**config.mk**
```make
export PLATFORM = sky130hd
export DESIGN_NAME = cdb_broadcaster
export DESIGN_NICKNAME = d
export VERILOG_FILES = /design/src/rtl/cdb_broadcaster_pkg.sv /design/src/rtl/cdb_broadcaster_fifo.sv /design/src/rtl/cdb_broadcaster.sv
export SDC_FILE = /design/constraint.sdc
export NUM_CORES = 1
export LEC_CHECK = 0
export ABC_AREA = 0
export CAP_MARGIN = 0
export CORE_AREA = 5 5 245 247
export CTS_CLUSTER_SIZE = 12
export DETAILED_ROUTE_END_ITERATION = 8
export DIE_AREA = 0 0 250 252
export PLACE_DENSITY = 0.58
export SYNTH_ARGS = -nofsm -noshare
export SYNTH_HDL_FRONTEND = slang
export SYNTH_SLANG_ARGS = --single-unit
```
**constraint.sdc**
```tcl
create_clock -name clk -period 4.2 [get_ports clk]
set_clock_uncertainty 0.2 [all_clocks]
set_input_delay 0.84 -clock clk [delete_from_list [all_inputs] [get_ports clk]]
set_output_delay 0.84 -clock clk [all_outputs]
set_load 0.01 [all_outputs]
```
**src/rtl/cdb_broadcaster_pkg.sv**
```systemverilog
// Shared types and widths for the CDB broadcaster: result entry and FU lane indices.
// Lane order is fixed: LSU, MULT, BTU, ALU.
package cdb_broadcaster_pkg;

    localparam int ROB_TAG_LEN = 6;
    localparam int XLEN        = 32;
    localparam int NUM_FU      = 4;

    localparam int FU_LSU  = 0;
    localparam int FU_MULT = 1;
    localparam int FU_BTU  = 2;
    localparam int FU_ALU  = 3;

    typedef struct packed {
        logic [ROB_TAG_LEN-1:0] tag;
        logic [XLEN-1:0]        value;
    } cdb_entry_t;

endpackage

```
**src/rtl/cdb_broadcaster_fifo.sv**
```systemverilog
// Single-lane result FIFO (cdb_fifo): push/pop/flush, head visible combinationally.
// Latency: an entry is visible at head one edge after its push.
// Backpressure: full is derived from registered count only; pushes while full are ignored.
module cdb_fifo
    import cdb_broadcaster_pkg::*;
#(
    parameter int DEPTH = 2
) (
    input  logic       clk,
    input  logic       reset,
    input  logic       flush,
    input  logic       push,
    input  logic       pop,
    input  cdb_entry_t push_dat,
    output logic       full,
    output logic       empty,
    output cdb_entry_t head
);

    localparam int AW = (DEPTH > 1) ? $clog2(DEPTH) : 1;
    localparam int CW = $clog2(DEPTH) + 1;

    cdb_entry_t      mem_q [DEPTH];
    cdb_entry_t      mem_d [DEPTH];
    logic [AW-1:0]   wr_ptr_q, wr_ptr_d;
    logic [AW-1:0]   rd_ptr_q, rd_ptr_d;
    logic [CW-1:0]   count_q, count_d;
    logic            push_ok, pop_ok;

    assign full    = (count_q == CW'(DEPTH));
    assign empty   = (count_q == '0);
    assign head    = mem_q[rd_ptr_q];
    assign push_ok = push && !full;
    assign pop_ok  = pop && !empty;

    always_comb begin
        mem_d    = mem_q;
        wr_ptr_d = wr_ptr_q;
        rd_ptr_d = rd_ptr_q;
        count_d  = count_q;
        if (flush) begin
            wr_ptr_d = '0;
            rd_ptr_d = '0;
            count_d  = '0;
        end else begin
            if (push_ok) begin
                mem_d[wr_ptr_q] = push_dat;
                wr_ptr_d        = wr_ptr_q + AW'(1);
            end
            if (pop_ok) begin
                rd_ptr_d = rd_ptr_q + AW'(1);
            end
            count_d = count_q + CW'(push_ok) - CW'(pop_ok);
        end
    end

    always_ff @(posedge clk or negedge reset) begin
        if (!reset) begin
            for (int i = 0; i < DEPTH; i++) begin
                mem_q[i] <= '0;
            end
            wr_ptr_q <= '0;
            rd_ptr_q <= '0;
            count_q  <= '0;
        end else begin
            mem_q    <= mem_d;
            wr_ptr_q <= wr_ptr_d;
            rd_ptr_q <= rd_ptr_d;
            count_q  <= count_d;
        end
    end

endmodule

```
**src/rtl/cdb_broadcaster.sv**
```systemverilog
// Buffers FU results per lane and round-robin broadcasts up to CDB_PORTS per cycle on registered wakeup lanes.
// Latency: accept at edge E, wakeup high E+1..E+2; with CDB_BROADCASTER_BYPASS_EN an idle lane can hit E..E+1.
// Backpressure: fu_ready[j] is !full of FIFO j from registered state; a same-cycle pop does not raise it.
module cdb_broadcaster
    import cdb_broadcaster_pkg::*;
#(
    parameter int FIFO_DEPTH = 2,
    parameter int CDB_PORTS  = 2
) (
    input  logic                                clk,
    input  logic                                reset,
    input  logic                                flush,
    input  logic [NUM_FU-1:0]                   fu_valid,
    input  logic [NUM_FU-1:0][ROB_TAG_LEN-1:0]  fu_tag,
    input  logic [NUM_FU-1:0][XLEN-1:0]         fu_value,
    output logic [NUM_FU-1:0]                   fu_ready,
    output logic [NUM_FU-1:0]                   wakeup,
    output logic [NUM_FU-1:0][ROB_TAG_LEN-1:0]  wakeup_tag,
    output logic [NUM_FU-1:0][XLEN-1:0]         wakeup_value,
    output logic                                busy
);

    logic [NUM_FU-1:0]                  full, empty, push, pop, req, grant, byp;
    cdb_entry_t                         head   [NUM_FU];
    cdb_entry_t                         in_ent [NUM_FU];
    cdb_entry_t                         cand   [NUM_FU];
    logic [1:0]                         rr_ptr_q, rr_ptr_d, idx, last;
    int                                 cnt;
    logic [NUM_FU-1:0]                  wakeup_q, wakeup_d;
    logic [NUM_FU-1:0][ROB_TAG_LEN-1:0] wakeup_tag_q, wakeup_tag_d;
    logic [NUM_FU-1:0][XLEN-1:0]        wakeup_value_q, wakeup_value_d;

    for (genvar j = 0; j < NUM_FU; j++) begin : g_fifo
        cdb_fifo #(.DEPTH(FIFO_DEPTH)) u_fifo (
            .clk      (clk),
            .reset    (reset),
            .flush    (flush),
            .push     (push[j]),
            .pop      (pop[j]),
            .push_dat (in_ent[j]),
            .full     (full[j]),
            .empty    (empty[j]),
            .head     (head[j])
        );
    end

    // Candidate per lane is the FIFO head, or the live input when bypass lets an empty lane compete.
    always_comb begin
        for (int j = 0; j < NUM_FU; j++) begin
            in_ent[j] = '{tag: fu_tag[j], value: fu_value[j]};
`ifdef CDB_BROADCASTER_BYPASS_EN
            byp[j]    = empty[j] && fu_valid[j];
`else
            byp[j]    = 1'b0;
`endif
            req[j]    = !empty[j] || byp[j];
            cand[j]   = empty[j] ? in_ent[j] : head[j];
        end
    end

    always_comb begin
        grant = '0;
        cnt   = 0;
        idx   = '0;
        last  = rr_ptr_q;
        for (int k = 0; k < NUM_FU; k++) begin
            idx = rr_ptr_q + k[1:0];
            if (req[idx] && cnt < CDB_PORTS) begin
                grant[idx] = 1'b1;
                cnt        = cnt + 1;
                last       = idx;
            end
        end
        if (flush) begin
            rr_ptr_d = '0;
        end else if (|grant) begin
            rr_ptr_d = last + 2'd1;
        end else begin
            rr_ptr_d = rr_ptr_q;
        end
    end

    always_comb begin
        push           = fu_valid & ~full & ~(byp & grant) & {NUM_FU{!flush}};
        pop            = grant & ~empty & {NUM_FU{!flush}};
        wakeup_d       = grant;
        wakeup_tag_d   = wakeup_tag_q;
        wakeup_value_d = wakeup_value_q;
        for (int j = 0; j < NUM_FU; j++) begin
            if (grant[j]) begin
                wakeup_tag_d[j]   = cand[j].tag;
                wakeup_value_d[j] = cand[j].value;
            end
        end
        if (flush) begin
            wakeup_d       = '0;
            wakeup_tag_d   = '0;
            wakeup_value_d = '0;
        end
    end

    always_ff @(posedge clk or negedge reset) begin
        if (!reset) begin
            wakeup_q       <= '0;
            wakeup_tag_q   <= '0;
            wakeup_value_q <= '0;
            rr_ptr_q       <= '0;
        end else begin
            wakeup_q       <= wakeup_d;
            wakeup_tag_q   <= wakeup_tag_d;
            wakeup_value_q <= wakeup_value_d;
            rr_ptr_q       <= rr_ptr_d;
        end
    end

    assign fu_ready     = ~full;
    assign wakeup       = wakeup_q;
    assign wakeup_tag   = wakeup_tag_q;
    assign wakeup_value = wakeup_value_q;
    assign busy         = (|(~empty)) || (|wakeup_q);

    a_port_limit: assert property (@(posedge clk) disable iff (!reset)
        $countones(wakeup_q) <= CDB_PORTS);

endmodule

```
==> results.py <==
metrics = {
    "worst_setup_path": {
        "worst-endpoint-arrival_ps": 2940,
        "reg2reg_setup_slack_ps": 240,
        "worstPathCellList": "or2_2, buf_4, nor4_4, buf_4, nand2_1, clkdlybuf4s50_1",
        "ff2ff_path_depth": 10,
        "timing.critical_path.buf_inv": 3,
        "cp-start-kind": "flop",
        "worst_ep_required_time_ps": 3160,
        "r2r_path_start": "g_fifo[1].u_fifo.count_q[1]",
        "crit_slowest_cell": "sky130_fd_sc_hd__nor4_4",
        "cp-end-kind": "output port",
        "worst_r2r_endpoint": "rr_ptr_q[0]",
        "critical_path.max_fanout": 78,
        "worst_path_max_stage_delay_ps": 490,
        "critPathKind": "flop to output port",
        "crit_family": "buffers and inverters",
        "cpMostUsedCell": "sky130_fd_sc_hd__buf_4",
        "crit_start": "g_fifo[3].u_fifo.count_q[1]",
    },
    "grt": {
        "grt_antenna_before_repair": 5,
        "grt_overflow": 0,
        "grt_start_max_net_pins": 111,
        "grt_pass1_vias": 16123,
        "first_pass_grt_wire_length_um": 91200,
        "grt.total_usage": 0.177,
    },
    "pwr": {
        "power.density_mw_per_mm2": 780,
        "cellLeakagePower_nw": 11.0,
        "irDropWorstVdd_uv": 618,
    },
    "layout": {
        "layout_commonest_cell": "sky130_fd_sc_hd__dfrtp_1",
        "mostFrequentLayoutCells": "473 x sky130_fd_sc_hd__dfrtp_1, 318 x sky130_fd_sc_hd__nand2_1, 317 x sky130_fd_sc_hd__clkdlybuf4s50_1",
        "fin_area_mm2": 0.0275,
        "areaGrowthSynthToFinish_pct": 26.7,
        "ratio_of_cells_with_drive_above_1_in_the_final_layout": 0.213,
        "layout.nets": 2296,
        "layout.filler_cells": 5206,
        "layout.cells.non_filler": 2927,
    },
    "logic_synthesis": {
        "netlist-cell-type-count": 48,
        "mappedNetlistNets": 2023,
        "syn_avg_cell_area_um2": 11.7,
        "synth_cells": 1847,
        "post_synth_instance_area_mm2": 0.0217,
        "sequential_fraction_of_the_synthesis_area": 0.552,
        "ys_ff_latch": 478,
        "synth.yosys.warnings": 0,
    },
    "routing": {
        "drtPass1Iterations": 5,
        "post_drt_wl_per_cell_um": 19.5,
        "drt-initial-drc-count": 805,
        "routed-via-count": 15298,
        "postRouteWirelength_um": 57000,
        "ant_nets": 0,
        "post-route-drc-count": 0,
        "vias_per_cell": 5.23,
    },
    "outcome": {
        "result_of_the_run": "completed",
    },
    "floorplan": {
        "dieArea_mm2": 0.0630,
        "floorplan.core_area_mm2": 0.0574,
        "fp.dieW_um": 250,
        "placementRows": 88,
        "initial_standard_cell_utilization_of_the_core": 0.378,
        "ios": 320,
        "die_h_um": 252,
    },
    "worst_hold_path": {
        "min_path_type": "input port to asynchronous set/reset pin",
    },
    "job": {
        "maximum_capacitance_violations": 0,
    },
    "sta": {
        "tns_ps": 0,
        "layout_min_cycle_time_ps": 3980,
        "maxSlewHeadroom": 0.267,
        "hold-worst-slack_ps": 128,
        "finalHoldViolations": 0,
        "final.period_utilization": 0.947,
        "fmax_ghz": 0.252,
        "timing_worst_slew_pin_value_ps": 1100,
        "finalSetupViolCount": 0,
        "unrepaired_setup_endpoints_after_global_routing": "no",
        "final-max-slew-violation-count": 0,
    },
    "placed_design": {
        "routabilityCongestion": 0.806,
        "dp_hpwl_um": 35200,
        "port_buffers": 319,
        "placed_cells_incl_taps": 2830,
        "detailed_place.area_mm2": 0.0257,
    },
    "cts": {
        "tritoncts": "built",
        "cts_made_buffers": 53,
        "htreeDepth": 2,
        "clk_latency_ps": 580,
        "cts_num_sinks": 478,
        "cts.clk_slew.worst_paths_ps": 60,
        "postCtsSetupBuffers": 0,
        "postCtsHoldBufs": 0,
        "clock_path_buffers": 3,
        "clockRootBuffer": "sky130_fd_sc_hd__clkbuf_16",
    },
}
## through the flow
stage	utilization	setup slack [ps]	power, mW
floorplan	-	101	13.4
global placement	0.448	248	16.7
detailed placement	0.448	131	16.9
CTS	0.479	67.1	21.7
global route	0.479	52.5	22.9
finish	0.479	225	21.4
## power breakdown
group          switching [mW]  internal [mW]
combinational            4.63           4.29
sequential               1.27           6.61
clock                    1.85           2.76
total                    7.75           13.7
## routing by layer
metal  GRT usage  wire length [µm]  up-vias
li1            -                 -     7069
met1       0.232             25400     7845
met2       0.303             27800      293
met3      0.0330              2340       85
met4      0.0521              1460        6
met5           0                42        -
## flip-flops by register name, summed over array words and instances, names as in the netlist
signal                  count
rr_ptr_q                    2
wakeup_tag                 24
g_fifo.u_fifo.count_q       8
g_fifo.u_fifo.mem_q       304
wakeup                      4
g_fifo.u_fifo.rd_ptr_q      4
wakeup_value              128
g_fifo.u_fifo.wr_ptr_q      4
## kinds of logic (layout without fill, tap and decap cells)
kind of cell | Yosys count | in the layout | share of synthesized area
xor gates and xnor gates | 13 | 13 | 0.00589
DFF | 478 | 478 | 0.552
AOI/OAI and AO/OA | 341 | 341 | 0.101
adders and majority gates | 17 | 17 | 0.00981
and+or+nand+nor | 376 | 376 | 0.0682
muxes | 461 | 461 | 0.232
other | 0 | 2 | 0
buffers and inverters | 161 | 474 | 0.0312
## cell type report
type	count	area (µm²)	share of cell area
sequential	478	12000	0.436
multi-input combinational	1208	9110	0.332
timing repair buffer	361	3630	0.132
clock buffer	78	1570	0.0572
tap	765	957	0.0348
clock inverter	17	164	0.00597
inverter	18	67.6	0.00246
antenna	2	5.00	0.000182
## Yosys cell counts, drive strengths merged
cell     count  area [µm²]
o21ai        6        30.0
o31ai        1        7.51
a21oi      158         795
or3          2        17.5
mux2       305        3430
nor3        14        70.1
a2111oi      1        10.0
a22o         1        8.76
a2bb2oi      1        8.76
o21a         4        30.0
o32a         1        10.0
or2          5        31.3
xnor2        4        35.0
a22oi        3        22.5
inv         18        67.6
mux4         3        67.6
xor2         8        70.1
a211oi       2        15.0
a221o        1        10.0
ha          17         213
nor4         2        12.5
a221oi       1        26.3
xnor3        1        22.5
nand3        1        5.00
nor2b        5        31.3
and3         1        6.26
nor2        26        97.6
buf         39         219
a21boi       4        30.0
a21o         4        31.3
nand4        1        6.26
nor3b        1        7.51
a32oi        1        16.3
o211ai     152        1140
clkbuf     104         390
mux2i      153        1530
dfrtp      478       12000
nand2      318        1190
## how the worst max path moves through the flow
stage	cells after the start	slack, ps	endpoint
6_report	6	220	busy
5_1_grt	15	50	g_fifo[1].u_fifo.count_q[1]
4_1_cts	6	70	busy
3_5_place_dp	16	130	g_fifo[2].u_fifo.count_q[1]
3_3_place_gp	17	250	g_fifo[0].u_fifo.count_q[1]
2_1_floorplan	19	100	g_fifo[1].u_fifo.count_q[1]
## what timing repair did
action / 4_1_cts / 5_1_grt
gates resized for setup: 1 / 4
cloned: 0 / 0
pin swaps: 0 / 0
setup endpoints to repair: 1 / 15
(Power assumes the default switching activity.)
